[config.mk]
export PLATFORM = sky130hd
export DESIGN_NAME = cluster_count_monitor
export DESIGN_NICKNAME = d
export VERILOG_FILES = /design/src/rtl/cluster_count_monitor_pkg.sv /design/src/rtl/cluster_count_monitor_sat_counter.sv /design/src/rtl/cluster_count_monitor.sv
export SDC_FILE = /design/constraint.sdc
export NUM_CORES = 1
export LEC_CHECK = 0
export ABC_AREA = 1
export CELL_PAD_IN_SITES_DETAIL_PLACEMENT = 0
export CELL_PAD_IN_SITES_GLOBAL_PLACEMENT = 1
export CORE_UTILIZATION = 30
export CTS_CLUSTER_DIAMETER = 60
export DETAILED_ROUTE_END_ITERATION = 6
export HOLD_SLACK_MARGIN = 0.02
export PLACE_DENSITY_LB_ADDON = 0.1
export SLEW_MARGIN = 15
export SYNTH_ARGS = -nofsm -noshare
export SYNTH_HDL_FRONTEND = slang
export SYNTH_SLANG_ARGS = --single-unit
[constraint.sdc]
create_clock -name clock4x -period 5.7 [get_ports clock4x]
set_clock_uncertainty 0.1 [all_clocks]
set_input_delay 1.71 -clock clock4x [delete_from_list [all_inputs] [get_ports clock4x]]
set_output_delay 1.71 -clock clock4x [all_outputs]
set_load 0.03 [all_outputs]
[src/rtl/cluster_count_monitor_pkg.sv]
// Shared constants, histogram binning and snapshot-handshake state type
// for the cluster count monitor.
package cluster_count_monitor_pkg;

  // Width of the per-cycle cluster count delivered by the upstream counter
  localparam int unsigned CNT_IN_W   = 8;
  // Cluster count above which a sample is treated as a high-occupancy crossing
  localparam int unsigned OVF_THRESH = 8;

  // Histogram bin edges: [0] ==0, [1] 1..4, [2] 5..8, [3] >8
  localparam int unsigned HIST_EDGE0 = 0;
  localparam int unsigned HIST_EDGE1 = 4;
  localparam int unsigned HIST_EDGE2 = 8;
  localparam int unsigned NUM_BINS   = 4;

  typedef enum logic [1:0] {
    BIN_ZERO = 2'd0,
    BIN_LOW  = 2'd1,
    BIN_MID  = 2'd2,
    BIN_HIGH = 2'd3
  } hist_bin_e;

  // Snapshot holding state: empty, or full and awaiting acknowledge
  typedef enum logic {
    SNAP_EMPTY = 1'b0,
    SNAP_FULL  = 1'b1
  } snap_state_e;

  // Map a cluster count onto its histogram bin
  function automatic hist_bin_e bin_of(input logic [CNT_IN_W-1:0] cnt);
    if (cnt == CNT_IN_W'(HIST_EDGE0)) begin
      return BIN_ZERO;
    end else if (cnt <= CNT_IN_W'(HIST_EDGE1)) begin
      return BIN_LOW;
    end else if (cnt <= CNT_IN_W'(HIST_EDGE2)) begin
      return BIN_MID;
    end else begin
      return BIN_HIGH;
    end
  endfunction

endpackage

[src/rtl/cluster_count_monitor_sat_counter.sv]
// Saturating accumulator with synchronous clear. next_c is the value after
// applying this cycle's increment, so a window close can capture the closing
// sample while the register itself restarts from zero.
module sat_counter #(
  parameter int unsigned W = 16
) (
  input  logic         clock4x,
  input  logic         reset,
  input  logic         clr,
  input  logic         en,
  input  logic [W-1:0] inc,
  output logic [W-1:0] next_c
);

  logic [W-1:0] q;
  logic [W:0]   total_c;

  assign total_c = {1'b0, q} + {1'b0, inc};

  // Saturate at all-ones when the add carries out
  always_comb begin
    next_c = q;
    if (en) begin
      next_c = total_c[W] ? {W{1'b1}} : total_c[W-1:0];
    end
  end

  // Accumulator register; clear wins so the next window starts empty
  always_ff @(posedge clock4x or posedge reset) begin
    if (reset) begin
      q <= '0;
    end else if (clr) begin
      q <= '0;
    end else begin
      q <= next_c;
    end
  end

endmodule

[src/rtl/cluster_count_monitor.sv]
// Cluster count monitor: accumulates per-window sum, maximum, overflow count
// and (optionally) an occupancy histogram of the registered cluster count,
// and hands each closed window to a consumer through a valid/ack snapshot.
// Optional histogram enabled by defining CLUSTER_HIST_EN.
module cluster_count_monitor
  import cluster_count_monitor_pkg::*;
#(
  parameter int unsigned WINDOW_BX = 4096,
  parameter int unsigned SUM_W     = 24,
  parameter int unsigned CNT_W     = 16
) (
  input  logic                      clock4x,
  input  logic                      reset,
  input  logic [CNT_IN_W-1:0]       cnt_i,
  input  logic                      overflow_i,
  input  logic                      bx0_i,
  input  logic                      snap_ack_i,
  output logic                      snap_valid_o,
  output logic [SUM_W-1:0]          sum_o,
  output logic [CNT_IN_W-1:0]       max_o,
  output logic [CNT_W-1:0]          ovf_cnt_o,
  output logic [NUM_BINS*CNT_W-1:0] hist_o,
  output logic                      snap_lost_o
);

  localparam int unsigned BX_W = (WINDOW_BX > 1) ? $clog2(WINDOW_BX) : 1;
  localparam logic [BX_W-1:0] BX_LAST = BX_W'(WINDOW_BX - 1);

  logic [CNT_IN_W-1:0] cnt_q;
  logic                ovf_q;
  logic                bx0_q;
  logic                smp_vld_q;

  logic [1:0]          phase_q;
  logic [BX_W-1:0]     bx_q;
  logic [1:0]          smp_phase_c;
  logic                bx_step_c;
  logic                eow_c;

  logic [SUM_W-1:0]    sum_next_c;
  logic [CNT_W-1:0]    ovf_next_c;
  logic [CNT_IN_W-1:0] max_q;
  logic [CNT_IN_W-1:0] max_next_c;

  snap_state_e         state_q;
  snap_state_e         state_d;
  logic                load_c;
  logic                lost_set_c;

  // Input sample register; smp_vld_q marks that cnt_q holds a real sample
  always_ff @(posedge clock4x or posedge reset) begin
    if (reset) begin
      cnt_q     <= '0;
      ovf_q     <= 1'b0;
      bx0_q     <= 1'b0;
      smp_vld_q <= 1'b0;
    end else begin
      cnt_q     <= cnt_i;
      ovf_q     <= overflow_i;
      bx0_q     <= bx0_i;
      smp_vld_q <= 1'b1;
    end
  end

  // A BX0 marker places its own sample at phase 0
  assign smp_phase_c = bx0_q ? 2'd0 : phase_q;
  assign bx_step_c   = smp_vld_q && (smp_phase_c == 2'd3);
  assign eow_c       = bx_step_c && (bx_q == BX_LAST);

  // Phase and BX counters locating the current sample inside the window
  always_ff @(posedge clock4x or posedge reset) begin
    if (reset) begin
      phase_q <= 2'd0;
      bx_q    <= '0;
    end else begin
      if (smp_vld_q) begin
        phase_q <= smp_phase_c + 2'd1;
      end
      if (bx_step_c) begin
        bx_q <= (bx_q == BX_LAST) ? '0 : bx_q + BX_W'(1);
      end
    end
  end

  sat_counter #(.W(SUM_W)) u_sum (
    .clock4x (clock4x),
    .reset   (reset),
    .clr     (eow_c),
    .en      (smp_vld_q),
    .inc     (SUM_W'(cnt_q)),
    .next_c  (sum_next_c)
  );

  sat_counter #(.W(CNT_W)) u_ovf (
    .clock4x (clock4x),
    .reset   (reset),
    .clr     (eow_c),
    .en      (smp_vld_q & ovf_q),
    .inc     (CNT_W'(1)),
    .next_c  (ovf_next_c)
  );

  assign max_next_c = (smp_vld_q && (cnt_q > max_q)) ? cnt_q : max_q;

  // Running window maximum, restarted after the closing sample
  always_ff @(posedge clock4x or posedge reset) begin
    if (reset) begin
      max_q <= '0;
    end else if (eow_c) begin
      max_q <= '0;
    end else begin
      max_q <= max_next_c;
    end
  end

  // Snapshot handshake state register
  always_ff @(posedge clock4x or posedge reset) begin
    if (reset) begin
      state_q <= SNAP_EMPTY;
    end else begin
      state_q <= state_d;
    end
  end

  // Decide load / drop / release of the snapshot
  always_comb begin
    state_d    = state_q;
    load_c     = 1'b0;
    lost_set_c = 1'b0;
    case (state_q)
      SNAP_EMPTY: begin
        if (eow_c) begin
          load_c  = 1'b1;
          state_d = SNAP_FULL;
        end
      end
      SNAP_FULL: begin
        if (eow_c) begin
          if (snap_ack_i) begin
            load_c = 1'b1;
          end else begin
            lost_set_c = 1'b1;
          end
        end else if (snap_ack_i) begin
          state_d = SNAP_EMPTY;
        end
      end
      default: state_d = SNAP_EMPTY;
    endcase
  end

  assign snap_valid_o = (state_q == SNAP_FULL);

  // Snapshot registers and sticky lost flag
  always_ff @(posedge clock4x or posedge reset) begin
    if (reset) begin
      sum_o       <= '0;
      max_o       <= '0;
      ovf_cnt_o   <= '0;
      snap_lost_o <= 1'b0;
    end else begin
      if (load_c) begin
        sum_o     <= sum_next_c;
        max_o     <= max_next_c;
        ovf_cnt_o <= ovf_next_c;
      end
      snap_lost_o <= snap_lost_o | lost_set_c;
    end
  end

`ifdef CLUSTER_HIST_EN
  logic [1:0]                smp_bin_c;
  logic [NUM_BINS*CNT_W-1:0] hist_next_c;
  logic [NUM_BINS*CNT_W-1:0] hist_q;

  assign smp_bin_c = bin_of(cnt_q);

  for (genvar b = 0; b < NUM_BINS; b++) begin : g_hist
    sat_counter #(.W(CNT_W)) u_bin (
      .clock4x (clock4x),
      .reset   (reset),
      .clr     (eow_c),
      .en      (smp_vld_q && (smp_bin_c == 2'(b))),
      .inc     (CNT_W'(1)),
      .next_c  (hist_next_c[b*CNT_W +: CNT_W])
    );
  end

  // Histogram snapshot, loaded together with the other snapshot fields
  always_ff @(posedge clock4x or posedge reset) begin
    if (reset) begin
      hist_q <= '0;
    end else if (load_c) begin
      hist_q <= hist_next_c;
    end
  end

  assign hist_o = hist_q;
`else
  assign hist_o = '0;
`endif

endmodule

==> results.json, run 1 <==
{
  "fin_nets": 967,
  "placed_cells": 1200,
  "crit_family": "buffers and inverters",
  "via_count": 5382,
  "synth_top_area_share_pct": 44.5,
  "r2r_slack_ps": 2870,
  "dr.pass1.iters": 4,
  "fill_cells": 2379,
  "coreArea_mm2": 0.0226,
  "worstSkewPairLatency_ps": 420,
  "setup_viol": 0,
  "critPathSlowestCell": "clkdlybuf4s50_1",
  "drive_gt1_share_pct": 8.14,
  "cp-end-kind": "output port",
  "cts_resized": 0,
  "grt_overflow": 0,
  "avgRoutedWirePerCell_um": 14.0,
  "cp_cell_sequence": "clkdlybuf4s50_1",
  "relSlewSlack_pct": 47.9,
  "io_buffers": 62,
  "synth_area_leaders": "dfrtp_1 (44%), nand2_1 (14%), buf_4 (7.1%)",
  "synth-edff-count": 0,
  "path_buf_inv": 1,
  "chipWidth_um": 154,
  "final_common_cell": "nand2_1",
  "ys_seq_area_share_pct": 44.5,
  "clkSlewWorstSetupHoldPaths_ps": 50,
  "dieHeight_um": 154,
  "cts_tree": "yes",
  "drtIter0Drc": 259,
  "grt_usage_pct": 15.6,
  "finalMaxSlewViolations": 0,
  "rsz0062_at_grt": "no",
  "synth_ff_type": "dfrtp_1",
  "cpPeakStageDelay_ps": 700,
  "netlist_instances": 869,
  "cts_max_path_buffers": 2,
  "synth.distinct_cells": 41,
  "fin_tns_setup_ps": 0,
  "via_per_inst": 4.37,
  "ctsHoldBuffers": 0,
  "htree_levels": 4,
  "path_max_fanout": 2,
  "power.density_mw_per_mm2": 360,
  "synthArstFlopShare_pct": 100,
  "fin_crit_sh_pct": 58.8,
  "first_global_vias": 5416,
  "area_growth_pct": 18.3,
  "synth_warnings": 0,
  "required_ps": 3890,
  "final_cell_mix": "nand2_1 (252), dfrtp_1 (123), inv_1 (81), nor2_1 (77), conb_1 (65)",
  "gp_congestion": 0.814,
  "grt_pass1_wl_um": 28500,
  "netlist_area_mm2": 0.00692,
  "p_leak_nw": 4.24,
  "ys_seq_elements": 123,
  "dieArea_mm2": 0.0237,
  "detail-route-antenna-nets": 0,
  "hold_violations": 0,
  "ir_worst_vdd_mv": 0.150,
  "routed_wl_um": 17300,
  "cts-root-buf": "clkbuf_16",
  "syn_avg_cell_area_um2": 7.96,
  "cts_setup_buffers": 0,
  "top_level_ports": 127,
  "cts_made_buffers": 17,
  "grt_max_degree": 72,
  "hold_class": "flop to flop",
  "fmax_mhz": 299,
  "outcome": "finished, final reports clean",
  "layout.cells.non_filler": 1231,
  "drc": 0,
  "layout_min_cycle_time_ps": 3350,
  "num_antenna_cells": 0,
  "synth_top_cell_by_area": "dfrtp_1",
  "antenna_found_initial": 0,
  "start_util_pct": 30.6,
  "worstMarginPinSlew_ps": 779,
  "cp.arrival_ps": 1540,
  "clkSinkCount": 123,
  "cap_violations": 0,
  "crit_path_start_kind": "flop",
  "critPathKind": "flop to output port",
  "rows": 55,
  "hpwl_um": 12300
}
==> worst register-to-register path, delay by kind of cell (launching register included) <==
family	cells	cell delay (ps)
AO/OA/AOI/OAI	1	60
buffers and inverters	2	690
AND/OR/NAND/NOR	6	1060
flip-flops	1	790
==> where the power goes <==
group	switching, mW	total (mW)	leakage [nW]	internal, mW
combinational	0.511	0.763	2.32	0.252
sequential	0.0821	1.06	1.63	0.978
clock	0.390	1.12	0.296	0.730
total	0.983	2.94	4.24	1.96
==> sequential cells by signal, indices dropped and copies added (netlist names) <==
| signal | flops |
|---|---|
| u_ovf.q | 16 |
| u_sum.q | 24 |
| bx_q | 12 |
| snap_lost_o | 1 |
| cnt_q | 8 |
| max_q | 8 |
| max_o | 8 |
| ovf_cnt_o | 16 |
| bx0_q | 1 |
| phase_q | 2 |
| sum_o | 24 |
| snap_valid_o | 1 |
| ovf_q | 1 |
| smp_vld_q | 1 |
==> cells by family (layout without fill, tap and decap cells) <==
kind of cell / Yosys count / in the layout / share of synthesized area, %
compound gates: 74 / 74 / 6.17
xor+xnor: 15 / 15 / 1.90
fa+ha+maj: 20 / 20 / 3.73
mux: 3 / 3 / 0.434
simple gates: 453 / 453 / 29.3
flops: 123 / 123 / 44.5
buf+inv: 179 / 193 / 13.9
other cells: 2 / 65 / 0.109
==> layer usage <==
layer / track usage [%] / wire (um) / vias to the layer above / share of wire [%]
li1: - / - / 2762 / -
met1: 20.9 / 8760 / 2507 / 51
met2: 25.2 / 7870 / 104 / 46
met3: 3.44 / 474 / 9 / 2.7
met4: 4.38 / 176 / 0 / 1.0
met5: 0 / 0 / - / 0
==> worst paths after layout <==
check / start / end / cells after the start
max: sum_o[12] / sum_o[12] / 1
min: max_o[3] / max_o[3] / 2
min reg2reg: max_o[3] / max_o[3] / 2
max in group asynchronous: reset / max_q[2] / 3
min in group asynchronous: reset / sum_o[18] / 2
max reg2reg: smp_vld_q / ovf_cnt_o[0] / 9
==> synth_stat cells, types with 14 or more instances <==
master,n
nand2_1,252
nand3_1,56
dfrtp_1,123
o21ai_0,16
nor2_1,77
buf_4,65
inv_1,82
ha_1,19
a21oi_1,22
o21ai_1,15
nand4_1,14
==> layout make-up <==
type	count	area (um^2)	area share (%)
Clock buffer	24	492	6.01
Clock inverter	7	113	1.38
Inverter	96	363	4.43
Multi-Input combinational cell	630	3120	38.1
Sequential cell	123	3080	37.6
Tap cell	285	357	4.36
Timing Repair Buffer	66	663	8.10
==> metrics by stage <==
step	setup WS, ps	instance area [um^2]	utilization (%)	power [mW]	hold WS [ps]
2_1_floorplan	619	7160	-	1.70	353
3_3_place_gp	2040	7580	33.5	1.85	367
3_5_place_dp	1990	7580	33.5	1.85	368
4_1_cts	2300	8180	36.1	3.00	382
5_1_grt	2250	8180	36.1	3.16	404
6_report	2350	8180	36.1	2.94	379
No activity file was read; power rests on OpenSTA's default activity.
==> run 2, diff against run 1 <==
==> constraint.sdc (replaced) <==
create_clock -name clock4x -period 3.03 [get_ports clock4x]
set_clock_uncertainty 0.1 [all_clocks]
set_input_delay 0.909 -clock clock4x [delete_from_list [all_inputs] [get_ports clock4x]]
set_output_delay 0.909 -clock clock4x [all_outputs]
set_load 0.03 [all_outputs]
==> run 2 against run 1 <==
Against the previous run: via count grew 2.2%; clock-buffer cell count is the same; critical path depth is the same; total power grew 94%; design area grew 2.2%; die area is the same; non-clock buffer count grew 13; routed wire length grew 2.0%; hold slack lost 1.2 ps; cell count grew 1.1%.
==> results.json, run 2 (synthesis gave the netlist of run 1 again) <==
{
  "outcome": "finished, final reports clean",
  "cts_max_path_buffers": 2,
  "area_growth_pct": 20.9,
  "cp-end-kind": "output port",
  "p_leak_nw": 4.34,
  "fin_nets": 980,
  "path_max_fanout": 3,
  "critPathKind": "flop to output port",
  "critPathSlowestCell": "clkdlybuf4s50_1",
  "cap_violations": 0,
  "setup_viol": 0,
  "drtIter0Drc": 261,
  "relSlewSlack_pct": 56.8,
  "fill_cells": 2400,
  "path_buf_inv": 1,
  "hold_class": "flop to flop",
  "hold_violations": 0,
  "multiInputGateArea_mm2": 0.00312,
  "layout.cells.non_filler": 1244,
  "clkSinkCount": 123,
  "fmax_mhz": 393,
  "power.density_mw_per_mm2": 681,
  "clkSlewWorstSetupHoldPaths_ps": 60,
  "cp-endpoint": "snap_valid_o",
  "top_level_ports": 127,
  "htree_levels": 4,
  "detail-route-antenna-nets": 0,
  "drc": 0,
  "crit_family": "buffers and inverters",
  "via_per_inst": 4.42,
  "worstMarginPinSlew_ps": 646,
  "finalMaxSlewViolations": 0,
  "rows": 55,
  "cts_made_buffers": 17,
  "num_antenna_cells": 0,
  "cp.depth": 1,
  "fin_crit_sh_pct": 84.1,
  "cp_cell_sequence": "clkdlybuf4s50_1",
  "grt_max_degree": 33,
  "r2r_slack_ps": 600,
  "hpwl_um": 13000,
  "reg2reg_to": "sum_o[9]",
  "seqPwrFrac_pct": 35.1,
  "fin_util_pct": 36.9,
  "placed_cells": 1213,
  "grt_overflow": 0,
  "crit_path_start_kind": "flop",
  "wl_met2_um": 8300,
  "switching_share_pct": 33.0,
  "fin_ws_ps": 483,
  "dieArea_mm2": 0.0237,
  "cp.arrival_ps": 1540,
  "final_cell_mix": "nand2_1 (252), dfrtp_1 (123), inv_1 (81), nor2_1 (77), conb_1 (65)",
  "p_comb_share_pct": 25.8,
  "start_util_pct": 30.6,
  "antenna_found_initial": 0,
  "met3WireLength_um": 571,
  "drive_gt1_share_pct": 9.49,
  "top_layer": "met4",
  "r2r-start": "cnt_q[0]",
  "ir_worst_vdd_mv": 0.318,
  "cts-root-buf": "clkbuf_16",
  "layout_min_cycle_time_ps": 2550,
  "gp_congestion": 0.798,
  "fin_tns_setup_ps": 0,
  "rsz0062_at_grt": "no",
  "worst-r2r-cell-count": 13,
  "required_ps": 2020,
  "reg_top3": "sum_o x24, u_sum.q x24",
  "dr.pass1.iters": 4,
  "worstSkewPairLatency_ps": 420,
  "cts_setup_buffers": 0,
  "cts_resized": 0,
  "io_buffers": 62,
  "wl_met1_um": 8560,
  "cts_tree": "yes",
  "cp-startpoint": "snap_valid_o",
  "p_sw_mw": 1.88,
  "via_count": 5503,
  "seq_area_mm2": 0.00308,
  "pre_cts_ws_ps": 566,
  "avgRoutedWirePerCell_um": 14.2,
  "first_global_vias": 5397,
  "clkPwrFrac_pct": 39.1,
  "cpPeakStageDelay_ps": 700,
  "final_common_cell": "nand2_1",
  "coreArea_mm2": 0.0226,
  "grt_usage_pct": 15.9,
  "chipWidth_um": 154,
  "grt_pass1_wl_um": 28900,
  "p_int_mw": 3.82,
  "power_mw": 5.70,
  "routed_wl_um": 17600,
  "dieHeight_um": 154,
  "ctsHoldBuffers": 0
}
run 2: cell count changes in the layout (fill, tap and decap cells not counted), sizes merged:
cell / change
buf: +13
bufinv: +1
inv: -1
run 2: how the worst min path moves through the flow:
stage	from	end	slack, ps	cells after the start
detailed placement	ovf_cnt_o[9]	ovf_cnt_o[9]	360	2
global route	ovf_cnt_o[9]	ovf_cnt_o[9]	400	2
global placement	sum_o[15]	sum_o[15]	360	2
floorplan	phase_q[0]	phase_q[0]	350	2
finish	max_o[4]	max_o[4]	380	2
CTS	max_o[4]	max_o[4]	390	2
run 2: layer usage:
layer / track usage [%] / vias to the layer above
li1: - / 2791
met1: 21.2 / 2598
met2: 25.7 / 100
met3: 3.69 / 14
met4: 4.57 / 0
met5: 0 / -
run 2: area by class of cell:
class | count | area share, %
timing repair buffer | 79 | 9.69
multi-input combinational | 630 | 37.3
clock inverter | 7 | 1.62
inverter | 96 | 4.35
clock buffer | 24 | 6.00
sequential | 123 | 36.8
tap | 285 | 4.26
run 2: through the flow:
| stage | hold slack [ps] | instance area [um^2] |
|---|---|---|
| finish | 378 | 8370 |
| global route | 403 | 8370 |
| CTS | 386 | 8370 |
| detailed placement | 364 | 7730 |
| global placement | 364 | 7730 |
| floorplan | 353 | 7160 |
run 2: power groups by stage:
stage / Clock (mW) / Combinational, mW / Sequential [mW]
3_3_place_gp: 0 / 1.50 / 2.03
5_1_grt: 2.36 / 1.70 / 2.03
3_5_place_dp: 0 / 1.49 / 2.03
6_report: 2.23 / 1.47 / 2.00
4_1_cts: 2.30 / 1.50 / 2.00
2_1_floorplan: 0 / 1.23 / 1.97
